`src/rtl/serial_add_ctrl_if.sv`:
```
// serial_add_ctrl_if: request/response bundle for the bit-serial add sequencer.
// The requester drives start, operands and initial carry; the sequencer
// returns busy, the done pulse and the registered result.
// Optional macro SERIAL_ADD_SUB_EN adds the 'sub' request bit.
interface serial_add_ctrl_if #(
    parameter int WIDTH = 8
);
    logic             start;
    logic [WIDTH-1:0] in1;
    logic [WIDTH-1:0] in2;
    logic             carryIn;
    logic             busy;
    logic             done;
    logic [WIDTH-1:0] sum;
    logic             carryOut;
`ifdef SERIAL_ADD_SUB_EN
    logic             sub;

    modport master (
        output start, in1, in2, carryIn, sub,
        input  busy, done, sum, carryOut
    );

    modport slave (
        input  start, in1, in2, carryIn, sub,
        output busy, done, sum, carryOut
    );
`else
    modport master (
        output start, in1, in2, carryIn,
        input  busy, done, sum, carryOut
    );

    modport slave (
        input  start, in1, in2, carryIn,
        output busy, done, sum, carryOut
    );
`endif
endinterface

```
`src/rtl/serial_add_ctrl.sv`:
```
// serial_add_ctrl: bit-serial adder sequencer. One full_adder is reused for
// WIDTH cycles, LSB first, with the carry held in a flop between bits.
// The result is registered on the completion edge and flagged by a
// one-cycle done pulse; sum/carryOut hold the previous result meanwhile.
// Optional macro SERIAL_ADD_SUB_EN: adds a 'sub' request bit that turns the
// operation into in1 - in2 (B inverted, carry forced to 1).

// Single-bit full adder; the only arithmetic element of the datapath.
module full_adder (
    input  logic a,
    input  logic b,
    input  logic cin,
    output logic s,
    output logic cout
);
    assign s    = a ^ b ^ cin;
    assign cout = (a & b) | (cin & (a ^ b));
endmodule

module serial_add_ctrl #(
    parameter int WIDTH = 8
) (
    input  logic               clk,
    input  logic               rst,
    serial_add_ctrl_if.slave   bus
);
    localparam int CNT_W = $clog2(WIDTH) + 1;
    localparam logic [CNT_W-1:0] LAST_CNT = CNT_W'(WIDTH - 1);

    typedef enum logic [1:0] {
        IDLE = 2'd0,
        RUN  = 2'd1,
        DONE = 2'd2
    } state_t;

    state_t           state_r;
    state_t           state_next_s;
    logic             load_s;
    logic             step_s;
    logic             finish_s;

    logic [WIDTH-1:0] a_r;
    logic [WIDTH-1:0] b_r;
    logic [WIDTH-1:0] s_r;
    logic             c_r;
    logic [CNT_W-1:0] cnt_r;

    logic [WIDTH-1:0] a_shift_s;
    logic [WIDTH-1:0] b_shift_s;
    logic [WIDTH-1:0] s_shift_s;
    logic [WIDTH-1:0] b_load_s;
    logic             c_load_s;
    logic             fa_sum_s;
    logic             fa_cout_s;

    logic             busy_r;
    logic             done_r;
    logic [WIDTH-1:0] sum_r;
    logic             carry_out_r;

    full_adder u_fa (
        .a    (a_r[0]),
        .b    (b_r[0]),
        .cin  (c_r),
        .s    (fa_sum_s),
        .cout (fa_cout_s)
    );

    // Operand selection at load time; subtract mode inverts B and injects carry 1.
    always_comb begin
        b_load_s = bus.in2;
        c_load_s = bus.carryIn;
`ifdef SERIAL_ADD_SUB_EN
        if (bus.sub) begin
            b_load_s = ~bus.in2;
            c_load_s = 1'b1;
        end else begin
            b_load_s = bus.in2;
            c_load_s = bus.carryIn;
        end
`endif
    end

    // Shift-register next values: operands move right, new sum bit enters at the MSB.
    always_comb begin
        a_shift_s            = a_r >> 1;
        b_shift_s            = b_r >> 1;
        s_shift_s            = s_r >> 1;
        s_shift_s[WIDTH-1]   = fa_sum_s;
    end

    // FSM state register.
    always_ff @(posedge clk or posedge rst) begin
        if (rst) begin
            state_r <= IDLE;
        end else begin
            state_r <= state_next_s;
        end
    end

    // FSM next-state and datapath control; start is only honoured when not running.
    always_comb begin
        state_next_s = state_r;
        load_s       = 1'b0;
        step_s       = 1'b0;
        finish_s     = 1'b0;
        case (state_r)
            IDLE: begin
                if (bus.start) begin
                    load_s       = 1'b1;
                    state_next_s = RUN;
                end else begin
                    state_next_s = IDLE;
                end
            end
            RUN: begin
                step_s = 1'b1;
                if (cnt_r == LAST_CNT) begin
                    finish_s     = 1'b1;
                    state_next_s = DONE;
                end else begin
                    state_next_s = RUN;
                end
            end
            DONE: begin
                if (bus.start) begin
                    load_s       = 1'b1;
                    state_next_s = RUN;
                end else begin
                    state_next_s = IDLE;
                end
            end
            default: begin
                state_next_s = IDLE;
            end
        endcase
    end

    // Serial datapath: load operands on accept, then process one bit per RUN cycle.
    always_ff @(posedge clk or posedge rst) begin
        if (rst) begin
            a_r   <= '0;
            b_r   <= '0;
            s_r   <= '0;
            c_r   <= 1'b0;
            cnt_r <= '0;
        end else if (load_s) begin
            a_r   <= bus.in1;
            b_r   <= b_load_s;
            s_r   <= '0;
            c_r   <= c_load_s;
            cnt_r <= '0;
        end else if (step_s) begin
            a_r   <= a_shift_s;
            b_r   <= b_shift_s;
            s_r   <= s_shift_s;
            c_r   <= fa_cout_s;
            cnt_r <= cnt_r + CNT_W'(1);
        end
    end

    // Registered outputs: result captured only on the completion edge.
    always_ff @(posedge clk or posedge rst) begin
        if (rst) begin
            busy_r      <= 1'b0;
            done_r      <= 1'b0;
            sum_r       <= '0;
            carry_out_r <= 1'b0;
        end else begin
            busy_r <= (state_next_s == RUN);
            done_r <= finish_s;
            if (finish_s) begin
                sum_r       <= s_shift_s;
                carry_out_r <= fa_cout_s;
            end
        end
    end

    assign bus.busy     = busy_r;
    assign bus.done     = done_r;
    assign bus.sum      = sum_r;
    assign bus.carryOut = carry_out_r;

endmodule
```
`src/flat_wrapper.sv`:
```
// flat-port wrapper written by rule: the top's interface ports become plain ports
module serial_add_ctrl_flat 
#(
    parameter int WIDTH = 8
)
  (clk, rst, bus_start, bus_in1, bus_in2, bus_carryIn, bus_busy, bus_done, bus_sum, bus_carryOut);
  serial_add_ctrl_if #(.WIDTH(WIDTH)) bus_i ();
  input  logic clk;
  input  logic rst;
  input wire logic [$bits(bus_i.start)-1:0] bus_start;
  input wire logic [$bits(bus_i.in1)-1:0] bus_in1;
  input wire logic [$bits(bus_i.in2)-1:0] bus_in2;
  input wire logic [$bits(bus_i.carryIn)-1:0] bus_carryIn;
  output wire logic [$bits(bus_i.busy)-1:0] bus_busy;
  output wire logic [$bits(bus_i.done)-1:0] bus_done;
  output wire logic [$bits(bus_i.sum)-1:0] bus_sum;
  output wire logic [$bits(bus_i.carryOut)-1:0] bus_carryOut;
  assign bus_i.start = bus_start;
  assign bus_i.in1 = bus_in1;
  assign bus_i.in2 = bus_in2;
  assign bus_i.carryIn = bus_carryIn;
  assign bus_busy = bus_i.busy;
  assign bus_done = bus_i.done;
  assign bus_sum = bus_i.sum;
  assign bus_carryOut = bus_i.carryOut;
  serial_add_ctrl #(.WIDTH(WIDTH)) u_core (.clk(clk), .rst(rst), .bus(bus_i));
endmodule
```
`config.mk`:
```
export PLATFORM = sky130hd
export DESIGN_NAME = serial_add_ctrl_flat
export DESIGN_NICKNAME = d
export VERILOG_FILES = /design/src/rtl/serial_add_ctrl_if.sv /design/src/rtl/serial_add_ctrl.sv /design/src/flat_wrapper.sv
export SDC_FILE = /design/constraint.sdc
export NUM_CORES = 1
export LEC_CHECK = 0
export BUFFER_PORTS_ARGS = -buffer_cell sky130_fd_sc_hd__buf_2
export CAP_MARGIN = 10
export CORE_MARGIN = 2
export CORE_UTILIZATION = 25
export DETAILED_ROUTE_END_ITERATION = 8
export GPL_ROUTABILITY_DRIVEN = 0
export RECOVER_POWER = 50
export SYNTH_ARGS = -nofsm -noshare
export SYNTH_HDL_FRONTEND = slang
export SYNTH_SLANG_ARGS = --single-unit
```
`constraint.sdc`:
```
create_clock -name clk -period 1.8 [get_ports clk]
set_input_delay 0.36 -clock clk [delete_from_list [all_inputs] [get_ports clk]]
set_output_delay 0.36 -clock clk [all_outputs]
set_load 0.01 [all_outputs]
```
* Yosys cells after proc, flatten, opt, wreduce, memory -nomap -nowiden
Index checks and enable logic that the tools add are counted.
Storage, ports and cells: memory bits (read-only) 0, output and inout bits 11, flip-flop bits (word level) 42, memories kept 0, latch bits 0, logic and storage cells 41, RAM bits 0
Operators by class: bitwise operators 5, $lt $le $gt $ge 0, eq/ne operators 4, divide/modulo/power cells 0, add/sub/neg operators 1, reductions and logical operators 3, multiplexer cells 18, multiply operators 0, shift operators 0
Operators with widths (count):
- 8-bit 2-to-1 mux | 6
- 1-bit 2-to-1 mux | 8
- 4-bit 2-to-1 mux | 2
- 4-bit by 1-bit adder with 4-bit output (second input constant) | 1
- 2-bit by 1-bit == test with 1-bit output (second input constant) | 2
- 4-bit by 3-bit == test with 1-bit output (second input constant) | 1
- 2-bit one-hot mux with 2 select lines | 1
- 1-bit bitwise AND | 2
- 2-bit == test (second input constant) | 1
- 2-bit logical NOT | 1
- 2-bit 2-to-1 mux | 1
- 2-bit nonzero test | 1
- 2-bit OR reduction | 1
- 1-bit XOR | 2
- 1-bit OR | 1

* Logic depth before layout (Yosys ltp)
Gate-level depths: netlist of the first run.
depth in word-level cells 5, depth in mapped cells 5, depth with buffers taken out 4

* Modules after synthesis
Synthesis of the first run repeated with hierarchy kept, for this count alone.
Second synthesis, totals: cells, all modules 119, area total of the unflattened synthesis 1659.1 um^2
Modules (own cells, without submodules):
- serial_add_ctrl | sequential area each 1026.0 um^2, area an instance 1639.1 um^2, times used 1, cells each 118
- full_adder | sequential area each 0.0 um^2, area an instance 20.0 um^2, times used 1, cells each 1

* Worst setup path after synthesis of the first run
Ideal clock, no wire load.
path type register -> register, start point register, netlist name u_core.bus.done, end point register u_core.carry_out_r (netlist: u_core.bus.carryOut), setup slack 274 ps, arrival 1402 ps, path buffers 1, setup time 125 ps, cell stages (with the launch flop) 5, path through dfrtp_1 -> nand2b_1 -> buf_6 -> nor3_4 -> mux2_2
RTL lines:
- end signal, assigned | line serial_add_ctrl.sv:174 | carry_out_r <= fa_cout_s;
- end, declared | line serial_add_ctrl.sv:59 | logic carry_out_r;

* Worst setup path in the final report of the first run
start point register u_core.cnt_r[0], end point register u_core.sum_r[1] (netlist: u_core.bus.sum[1])
On the way: word-level cells in the longest chain between the ends 3
RTL lines:
- start, declared | line serial_add_ctrl.sv:46 | logic [CNT_W-1:0] cnt_r;
- start signal, assigned | line serial_add_ctrl.sv:158 | cnt_r <= cnt_r + CNT_W'(1);
- 4-bit by 3-bit == test with 1-bit output | line serial_add_ctrl.sv:118 | if (cnt_r == LAST_CNT) begin
- 1-bit 2-to-1 mux | line serial_add_ctrl.sv:118
- 1-bit 2-to-1 mux | line serial_add_ctrl.sv:107 | case (state_r)
- net u_core.finish_s | line serial_add_ctrl.sv:40 | logic finish_s;
- end signal, assigned | line serial_add_ctrl.sv:173 | sum_r <= s_shift_s;
- end, declared | line serial_add_ctrl.sv:58 | logic [WIDTH-1:0] sum_r;
The timed path passes the listed nets, and every way through them passes these cells. A chain may end at the register's enable or synchronous reset.

==> results of run 1 <==
==> cell type report <==
cell class	instances	area share
Sequential cell	40	0.5155
Multi-Input combinational cell	84	0.3009
Timing Repair Buffer	35	0.09214
Tap cell	77	0.04961
Clock buffer	6	0.03737
Clock inverter	1	0.002577
Inverter	1	0.001933
==> metrics by stage <==
stage | area, sq um | util
floorplan | 1637 | -
global placement | 1873 | 0.2950
detailed placement | 1873 | 0.2950
CTS | 1951 | 0.3072
global route | 1942 | 0.3058
finish | 1942 | 0.3058
==> worst max-delay path, stage by stage (launching register included) <==
cell and delay [ns]:
dfrtp_1 0.39, ha_1 0.18, nand2_1 0.10, nor3_4 0.42
mux2_2 0.39
==> cells by family after synthesis <==
| kind of cell | share of synthesized area |
|---|---|
| AO/OA/AOI/OAI | 0.1269 |
| XOR/XNOR | 0.005353 |
| adder cells (fa/ha/maj) | 0.01988 |
| buffers and inverters | 0.03134 |
| flip-flops | 0.6116 |
| multiplexers | 0.07416 |
| AND/OR/NAND/NOR | 0.1307 |
==> metal layers <==
metal	part of all wire	routed length, um	global-route usage
met2	0.44	1549	0.1475
met4	0.015	54	0.03463
met3	0.039	135	0.03016
met1	0.50	1746	0.1560
met5	0	0	0
==> cells in the final DEF, fill, tap and decap left out, types with 2 or more instances in the layout <==
cell      synthesis  final
o21ai_0           3      3
clkbuf_8          0      5
nand2_1          19     19
mux2i_1           2      2
and2b_1           2      2
nand2b_1          2      2
clkbuf_1          1      6
buf_4             0      4
buf_2             5     25
mux2_2            9      9
nand3_1          15     15
a22oi_1          14     14
dfrtp_1          40     40
a22o_1           10     10
==> power groups by stage <==
| stage | sequential (mW) | combinational, mW | clock (mW) |
|---|---|---|---|
| final | 1.54 | 1.22 | 0.540 |
| after CTS | 1.54 | 1.26 | 0.563 |
| after floorplan | 1.54 | 0.860 | 0 |
| after global placement | 1.55 | 1.23 | 0 |
| after global routing | 1.60 | 1.38 | 0.597 |
| after detailed placement | 1.56 | 1.24 | 0 |
==> flip-flops by register name (all words and copies together), names as in the netlist <==
signal and flops:
u_core.b_r 8, u_core.s_r 7, u_core.bus.done 1, u_core.bus.carryOut 1, u_core.bus.busy 1, u_core.cnt_r 4, u_core.state_r 1, u_core.a_r 8
u_core.bus.sum 8, u_core.c_r 1
==> how the worst max path moves through the flow <==
stage | from | endpoint | slack, ns | cells past startpoint
after CTS | u_core.cnt_r[0] | u_core.bus.sum[7] | 0.18 | 4
after detailed placement | u_core.cnt_r[0] | u_core.bus.sum[1] | 0.20 | 4
after global placement | u_core.cnt_r[0] | u_core.bus.sum[4] | 0.23 | 4
after floorplan | u_core.bus.done | u_core.bus.carryOut | 0.27 | 4
after global routing | u_core.cnt_r[0] | u_core.bus.sum[2] | 0.11 | 4
final | u_core.cnt_r[0] | u_core.bus.sum[1] | 0.21 | 4
==> results.json, run 1 <==
{
  "status": "complete, no violations",
  "p_int_mw": 2.107,
  "start_util": 0.2577,
  "clkLatencyLatePin_ns": 0.28,
  "clock_skew_ns": 0.002173,
  "min_from": "bus_in1[4]",
  "grt_pass1_wl_um": 5982,
  "relSlewSlack": 0.3373,
  "hold_ws_ns": 0.2954,
  "cts_made_buffers": 5,
  "post-route-period-util": 0.8858,
  "fin_total_pwr_mw": 3.302,
  "reg2reg_depth": 4,
  "netlist_area_sq_mm": 0.001637,
  "synth.most_common_cell": "dfrtp_1",
  "clockRootBuffer": "clkbuf_8",
  "drt-pass1-iter-count": 4,
  "numPlacedInstances": 237,
  "drtIter0Drc": 75,
  "min_period_ns": 1.594,
  "postRouteWirelength_um": 3485,
  "synth_nets": 156,
  "synth_common_cells": "dfrtp_1, nand2_1, nand3_1",
  "combPwrFrac": 0.369,
  "seq_area_sq_mm": 0.001001,
  "drive_above_1_share": 0.2814,
  "dieArea_sq_mm": 0.007210,
  "power.switching_mw": 1.196,
  "nets": 189,
  "yosysWarnings": 0,
  "worstHoldEndpoint": "u_core.a_r[4]",
  "fin_setup_tns_ns": 0,
  "die_h_um": 84.91,
  "rows": 29,
  "p_per_area_mw_per_mm2": 1701,
  "netlist_instances": 134,
  "layout_setup_ws_ns": 0.2056,
  "p_seq_frac": 0.467,
  "htreeDepth": 2,
  "via_per_inst": 4.721,
  "ys_types": 23,
  "drv_slew": 0,
  "antenna_found_initial": 0,
  "drv_cap": 0,
  "min_path_type": "input pin to flop",
  "end_kind": "flop",
  "fin_cells": 244,
  "critical_path_arrival_ns": 1.76,
  "yosys.area.top_type": "dfrtp_1",
  "vias": 1152,
  "core-area_sq_mm": 0.006350,
  "swShare": 0.3620,
  "pwr-share-clk": 0.163,
  "clock_path_buffers": 2,
  "async_flop_share": 1.000,
  "num-fill-cells": 646,
  "r2r_slack_ns": 0.21,
  "grt.overflow.total": 0,
  "worstMarginPinSlew_ns": 0.9941,
  "synth_edf_count": 0,
  "critPathLaunchType": "flop",
  "io_buffers": 30,
  "worstReg2RegStart": "u_core.cnt_r[0]",
  "grt_pass1_vias": 1177,
  "yosys_most_used_dff": "dfrtp_1",
  "cts_hold_buf": 0,
  "area_growth_syn_to_layout_pct": 18.65,
  "die_w_um": 84.91,
  "hpwlAfterDp_um": 2362,
  "ys_seq_area_frac": 0.6116,
  "clock_sinks": 40,
  "pre_cts_ws_ns": 0.1971,
  "drc_errors": 0,
  "grt.total_usage": 0.1052,
  "multi_input_area_sq_um": 584.3,
  "crit_required_ns": 1.97,
  "hold-path-cell-count": 3,
  "yosys_register_bits": 40,
  "r2r_end": "u_core.bus.sum[1]",
  "post-cts-setup-buffers": 0,
  "setup_viol": 0,
  "wire_per_inst_um": 14.28,
  "p_leak_nw": 0.9490,
  "vdd_drop_max_mv": 0.5568,
  "cts_resized": 0,
  "synth_top_area_frac": 0.6116,
  "cp_max_fo": 10,
  "antenna_left": 0,
  "syn_avg_cell_area_sq_um": 12.21,
  "hold_viol": 0,
  "cts_tree": "built",
  "max_freq_mhz": 627.2,
  "rsz0062_at_grt": "no",
  "worstSetupPathType": "flop to flop",
  "grt_max_degree": 41,
  "ys_top_cells_by_area": "dfrtp_1, a22oi_1, mux2_2",
  "io_pins": 31,
  "diodes": 0,
  "clk_pin_slew_ns": 0.07
}
Note: power is estimated with default switching activity, not from simulation.
==> inputs of run 2 (changes only) <==
--- a/config.mk
+++ b/config.mk
@@ -14,4 +14,5 @@
 export RECOVER_POWER = 50
 export SYNTH_ARGS = -nofsm -noshare
 export SYNTH_HDL_FRONTEND = slang
+export SYNTH_HIERARCHICAL = 1
 export SYNTH_SLANG_ARGS = --single-unit
==> run 2 against run 1 <==
Compared with the run above:
- die area grew 1.3%
- cell area grew 2.4%
- worst hold slack lost 0.0092 ns
- wire length shrank 15%
- non-clock buffer count is the same
- largest cell class unchanged
- highest routed layer unchanged
==> results.json, run 2 <==
{
  "status": "complete, no violations",
  "hold_ws_ns": 0.2862,
  "grt.total_usage": 0.09146,
  "crit_required_ns": 1.97,
  "rsz0062_at_grt": "no",
  "synth.most_common_cell": "dfrtp_1",
  "drv_cap": 0,
  "syn_avg_cell_area_sq_um": 13.94,
  "grt_pass1_wl_um": 5154,
  "yosys.area.top_type": "dfrtp_1",
  "setup_viol": 0,
  "relSlewSlack": 0.3473,
  "synth_top_area_frac": 0.6184,
  "critPathLaunchType": "flop",
  "layout_commonest_cell": "dfrtp_1",
  "clkLatencyLatePin_ns": 0.29,
  "wire_per_inst_um": 12.84,
  "yosysWarnings": 6,
  "clock_skew_ns": 0.004694,
  "worstSetupPathType": "flop to flop",
  "rows": 29,
  "most-common-layout-cells": "dfrtp_1, buf_2, a22o_1",
  "io_buffers": 30,
  "nets": 175,
  "critical_path_arrival_ns": 1.72,
  "ys_seq_area_frac": 0.6184,
  "yosys_most_used_dff": "dfrtp_1",
  "grt.overflow.total": 0,
  "reg2reg_depth": 5,
  "drive_above_1_share": 0.2597,
  "max_freq_mhz": 644.1,
  "antenna_left": 0,
  "clk_pin_slew_ns": 0.07,
  "drc_errors": 0,
  "multi_input_area_sq_um": 586.8,
  "postRouteWirelength_um": 2966,
  "hold-path-cell-count": 3,
  "die_w_um": 85.47,
  "vdd_drop_max_mv": 0.6402,
  "end_kind": "flop",
  "slowest_stage": "dfrtp_1",
  "ys_types": 19,
  "htreeDepth": 2,
  "synth_nets": 141,
  "globalRouteMet2Util": 0.1328,
  "via_per_inst": 4.528,
  "clock_sinks": 41,
  "cp_slowest_stage_delay_ns": 0.38,
  "netlist_area_sq_mm": 0.001659,
  "min_period_ns": 1.552,
  "hpwlAfterDp_um": 2002,
  "grt_pass1_vias": 1090,
  "fin_setup_tns_ns": 0,
  "drtIter0Drc": 29,
  "p_leak_nw": 1.052,
  "drt-pass1-iter-count": 4,
  "cts_made_buffers": 5,
  "p_per_area_mw_per_mm2": 1710,
  "cp_max_fo": 10,
  "async_flop_share": 1.000,
  "netlist_instances": 119,
  "worstMarginPinSlew_ns": 0.9790,
  "pre_cts_ws_ns": 0.06594,
  "crit_chain": "ha_1 -> nand2_1 -> nor3b_1 -> buf_4 -> mux2_1",
  "start_util": 0.2598,
  "diodes": 0,
  "grt_use_met1": 0.1240,
  "layout_setup_ws_ns": 0.2476,
  "io_pins": 31,
  "vias": 1046,
  "synth_common_cells": "dfrtp_1, a22o_1, a21o_1",
  "cts_tree": "built",
  "drv_slew": 0,
  "grt_busiest_layer": "met2",
  "yosys_register_bits": 41,
  "clock_path_buffers": 2,
  "clockRootBuffer": "clkbuf_8",
  "min_path_type": "input pin to flop",
  "met3_usage": 0.03405,
  "dieArea_sq_mm": 0.007304,
  "hold_viol": 0,
  "antenna_found_initial": 0,
  "post-route-period-util": 0.8625,
  "grt_max_degree": 42,
  "die_h_um": 85.47,
  "num-fill-cells": 672,
  "synth_edf_count": 0,
  "core-area_sq_mm": 0.006386,
  "ys_top_cells_by_area": "dfrtp_1, a22o_1, a21o_1",
  "seq_area_sq_mm": 0.001026,
  "area_growth_syn_to_layout_pct": 19.83
}
==> run 2: worst max-delay path, delay by kind of cell (launching register included) <==
kind / cells / cell delay (ns)
buffers and inverters: 1 / 0.22
adder cells (fa/ha/maj): 1 / 0.19
multiplexers: 1 / 0.34
AND/OR/NAND/NOR: 2 / 0.31
flip-flops: 1 / 0.38
==> run 2: kinds of logic (layout without fill, tap and decap cells) <==
| group | after synthesis | count (layout) | synth area share |
|---|---|---|---|
| muxes | 13 | 13 | 0.08597 |
| DFF | 41 | 41 | 0.6184 |
| adders and majority gates | 2 | 2 | 0.01961 |
| buffers and inverters | 9 | 44 | 0.03091 |
| and+or+nand+nor | 13 | 13 | 0.04375 |
| AOI/OAI and AO/OA | 41 | 41 | 0.2014 |
==> run 2: layout make-up <==
class	count	area share
multi-input cells	69	0.2952
clock buffers	6	0.04154
flip-flops and latches	41	0.5160
repair buffers	35	0.08999
inverters	1	0.001888
well taps	77	0.04846
clock inverters	2	0.006923
==> run 2: worst paths after layout <==
| check | startpoint | end | slack (ns) |
|---|---|---|---|
| min in group asynchronous | rst | u_core/bus.sum[2] | 0.36 |
| max in group asynchronous | rst | u_core/b_r[3] | 0.83 |
| worst max-delay path | u_core/cnt_r[0] | u_core/bus.sum[6] | 0.25 |
| worst min-delay path | bus_in2[6] | u_core/b_r[6] | 0.29 |
| worst max register to register | u_core/cnt_r[0] | u_core/bus.sum[6] | 0.25 |
| worst min register to register | u_core/a_r[1] | u_core/a_r[1] | 0.48 |
==> run 2: through the flow <==
| step | std cells | area [sq um] | total power, mW | utilization |
|---|---|---|---|---|
| after global placement | 223 | 1896 | 2.785 | 0.2968 |
| after CTS | 231 | 1992 | 3.469 | 0.3119 |
| after floorplan | 119 | 1659 | 2.503 | - |
| after global routing | 231 | 1988 | 3.705 | 0.3113 |
| final | 231 | 1988 | 3.399 | 0.3113 |
| after detailed placement | 223 | 1896 | 2.831 | 0.2968 |
==> run 2: routing by layer <==
| metal | vias to the layer above | wire length, um | share of wire |
|---|---|---|---|
| met3 | 4 | 212 | 0.071 |
| li1 | 503 | - | - |
| met1 | 509 | 1342 | 0.45 |
| met4 | 0 | 26 | 0.0088 |
| met2 | 30 | 1385 | 0.47 |
| met5 | - | 0 | 0 |
==> run 2: where the power goes <==
group | leakage (nW) | internal, mW | switching (mW)
combinational | 0.478 | 0.646 | 0.585
clock | 0.0512 | 0.310 | 0.308
sequential | 0.523 | 1.32 | 0.232
==> run 2: what timing repair did <==
| item | 4_1_cts | 5_1_grt |
|---|---|---|
| buffers inserted | 0 | 0 |
| gates resized for setup | 0 | 1 |
| hold buffers | 0 | 0 |
| endpoints found under the setup margin | 0 | 1 |
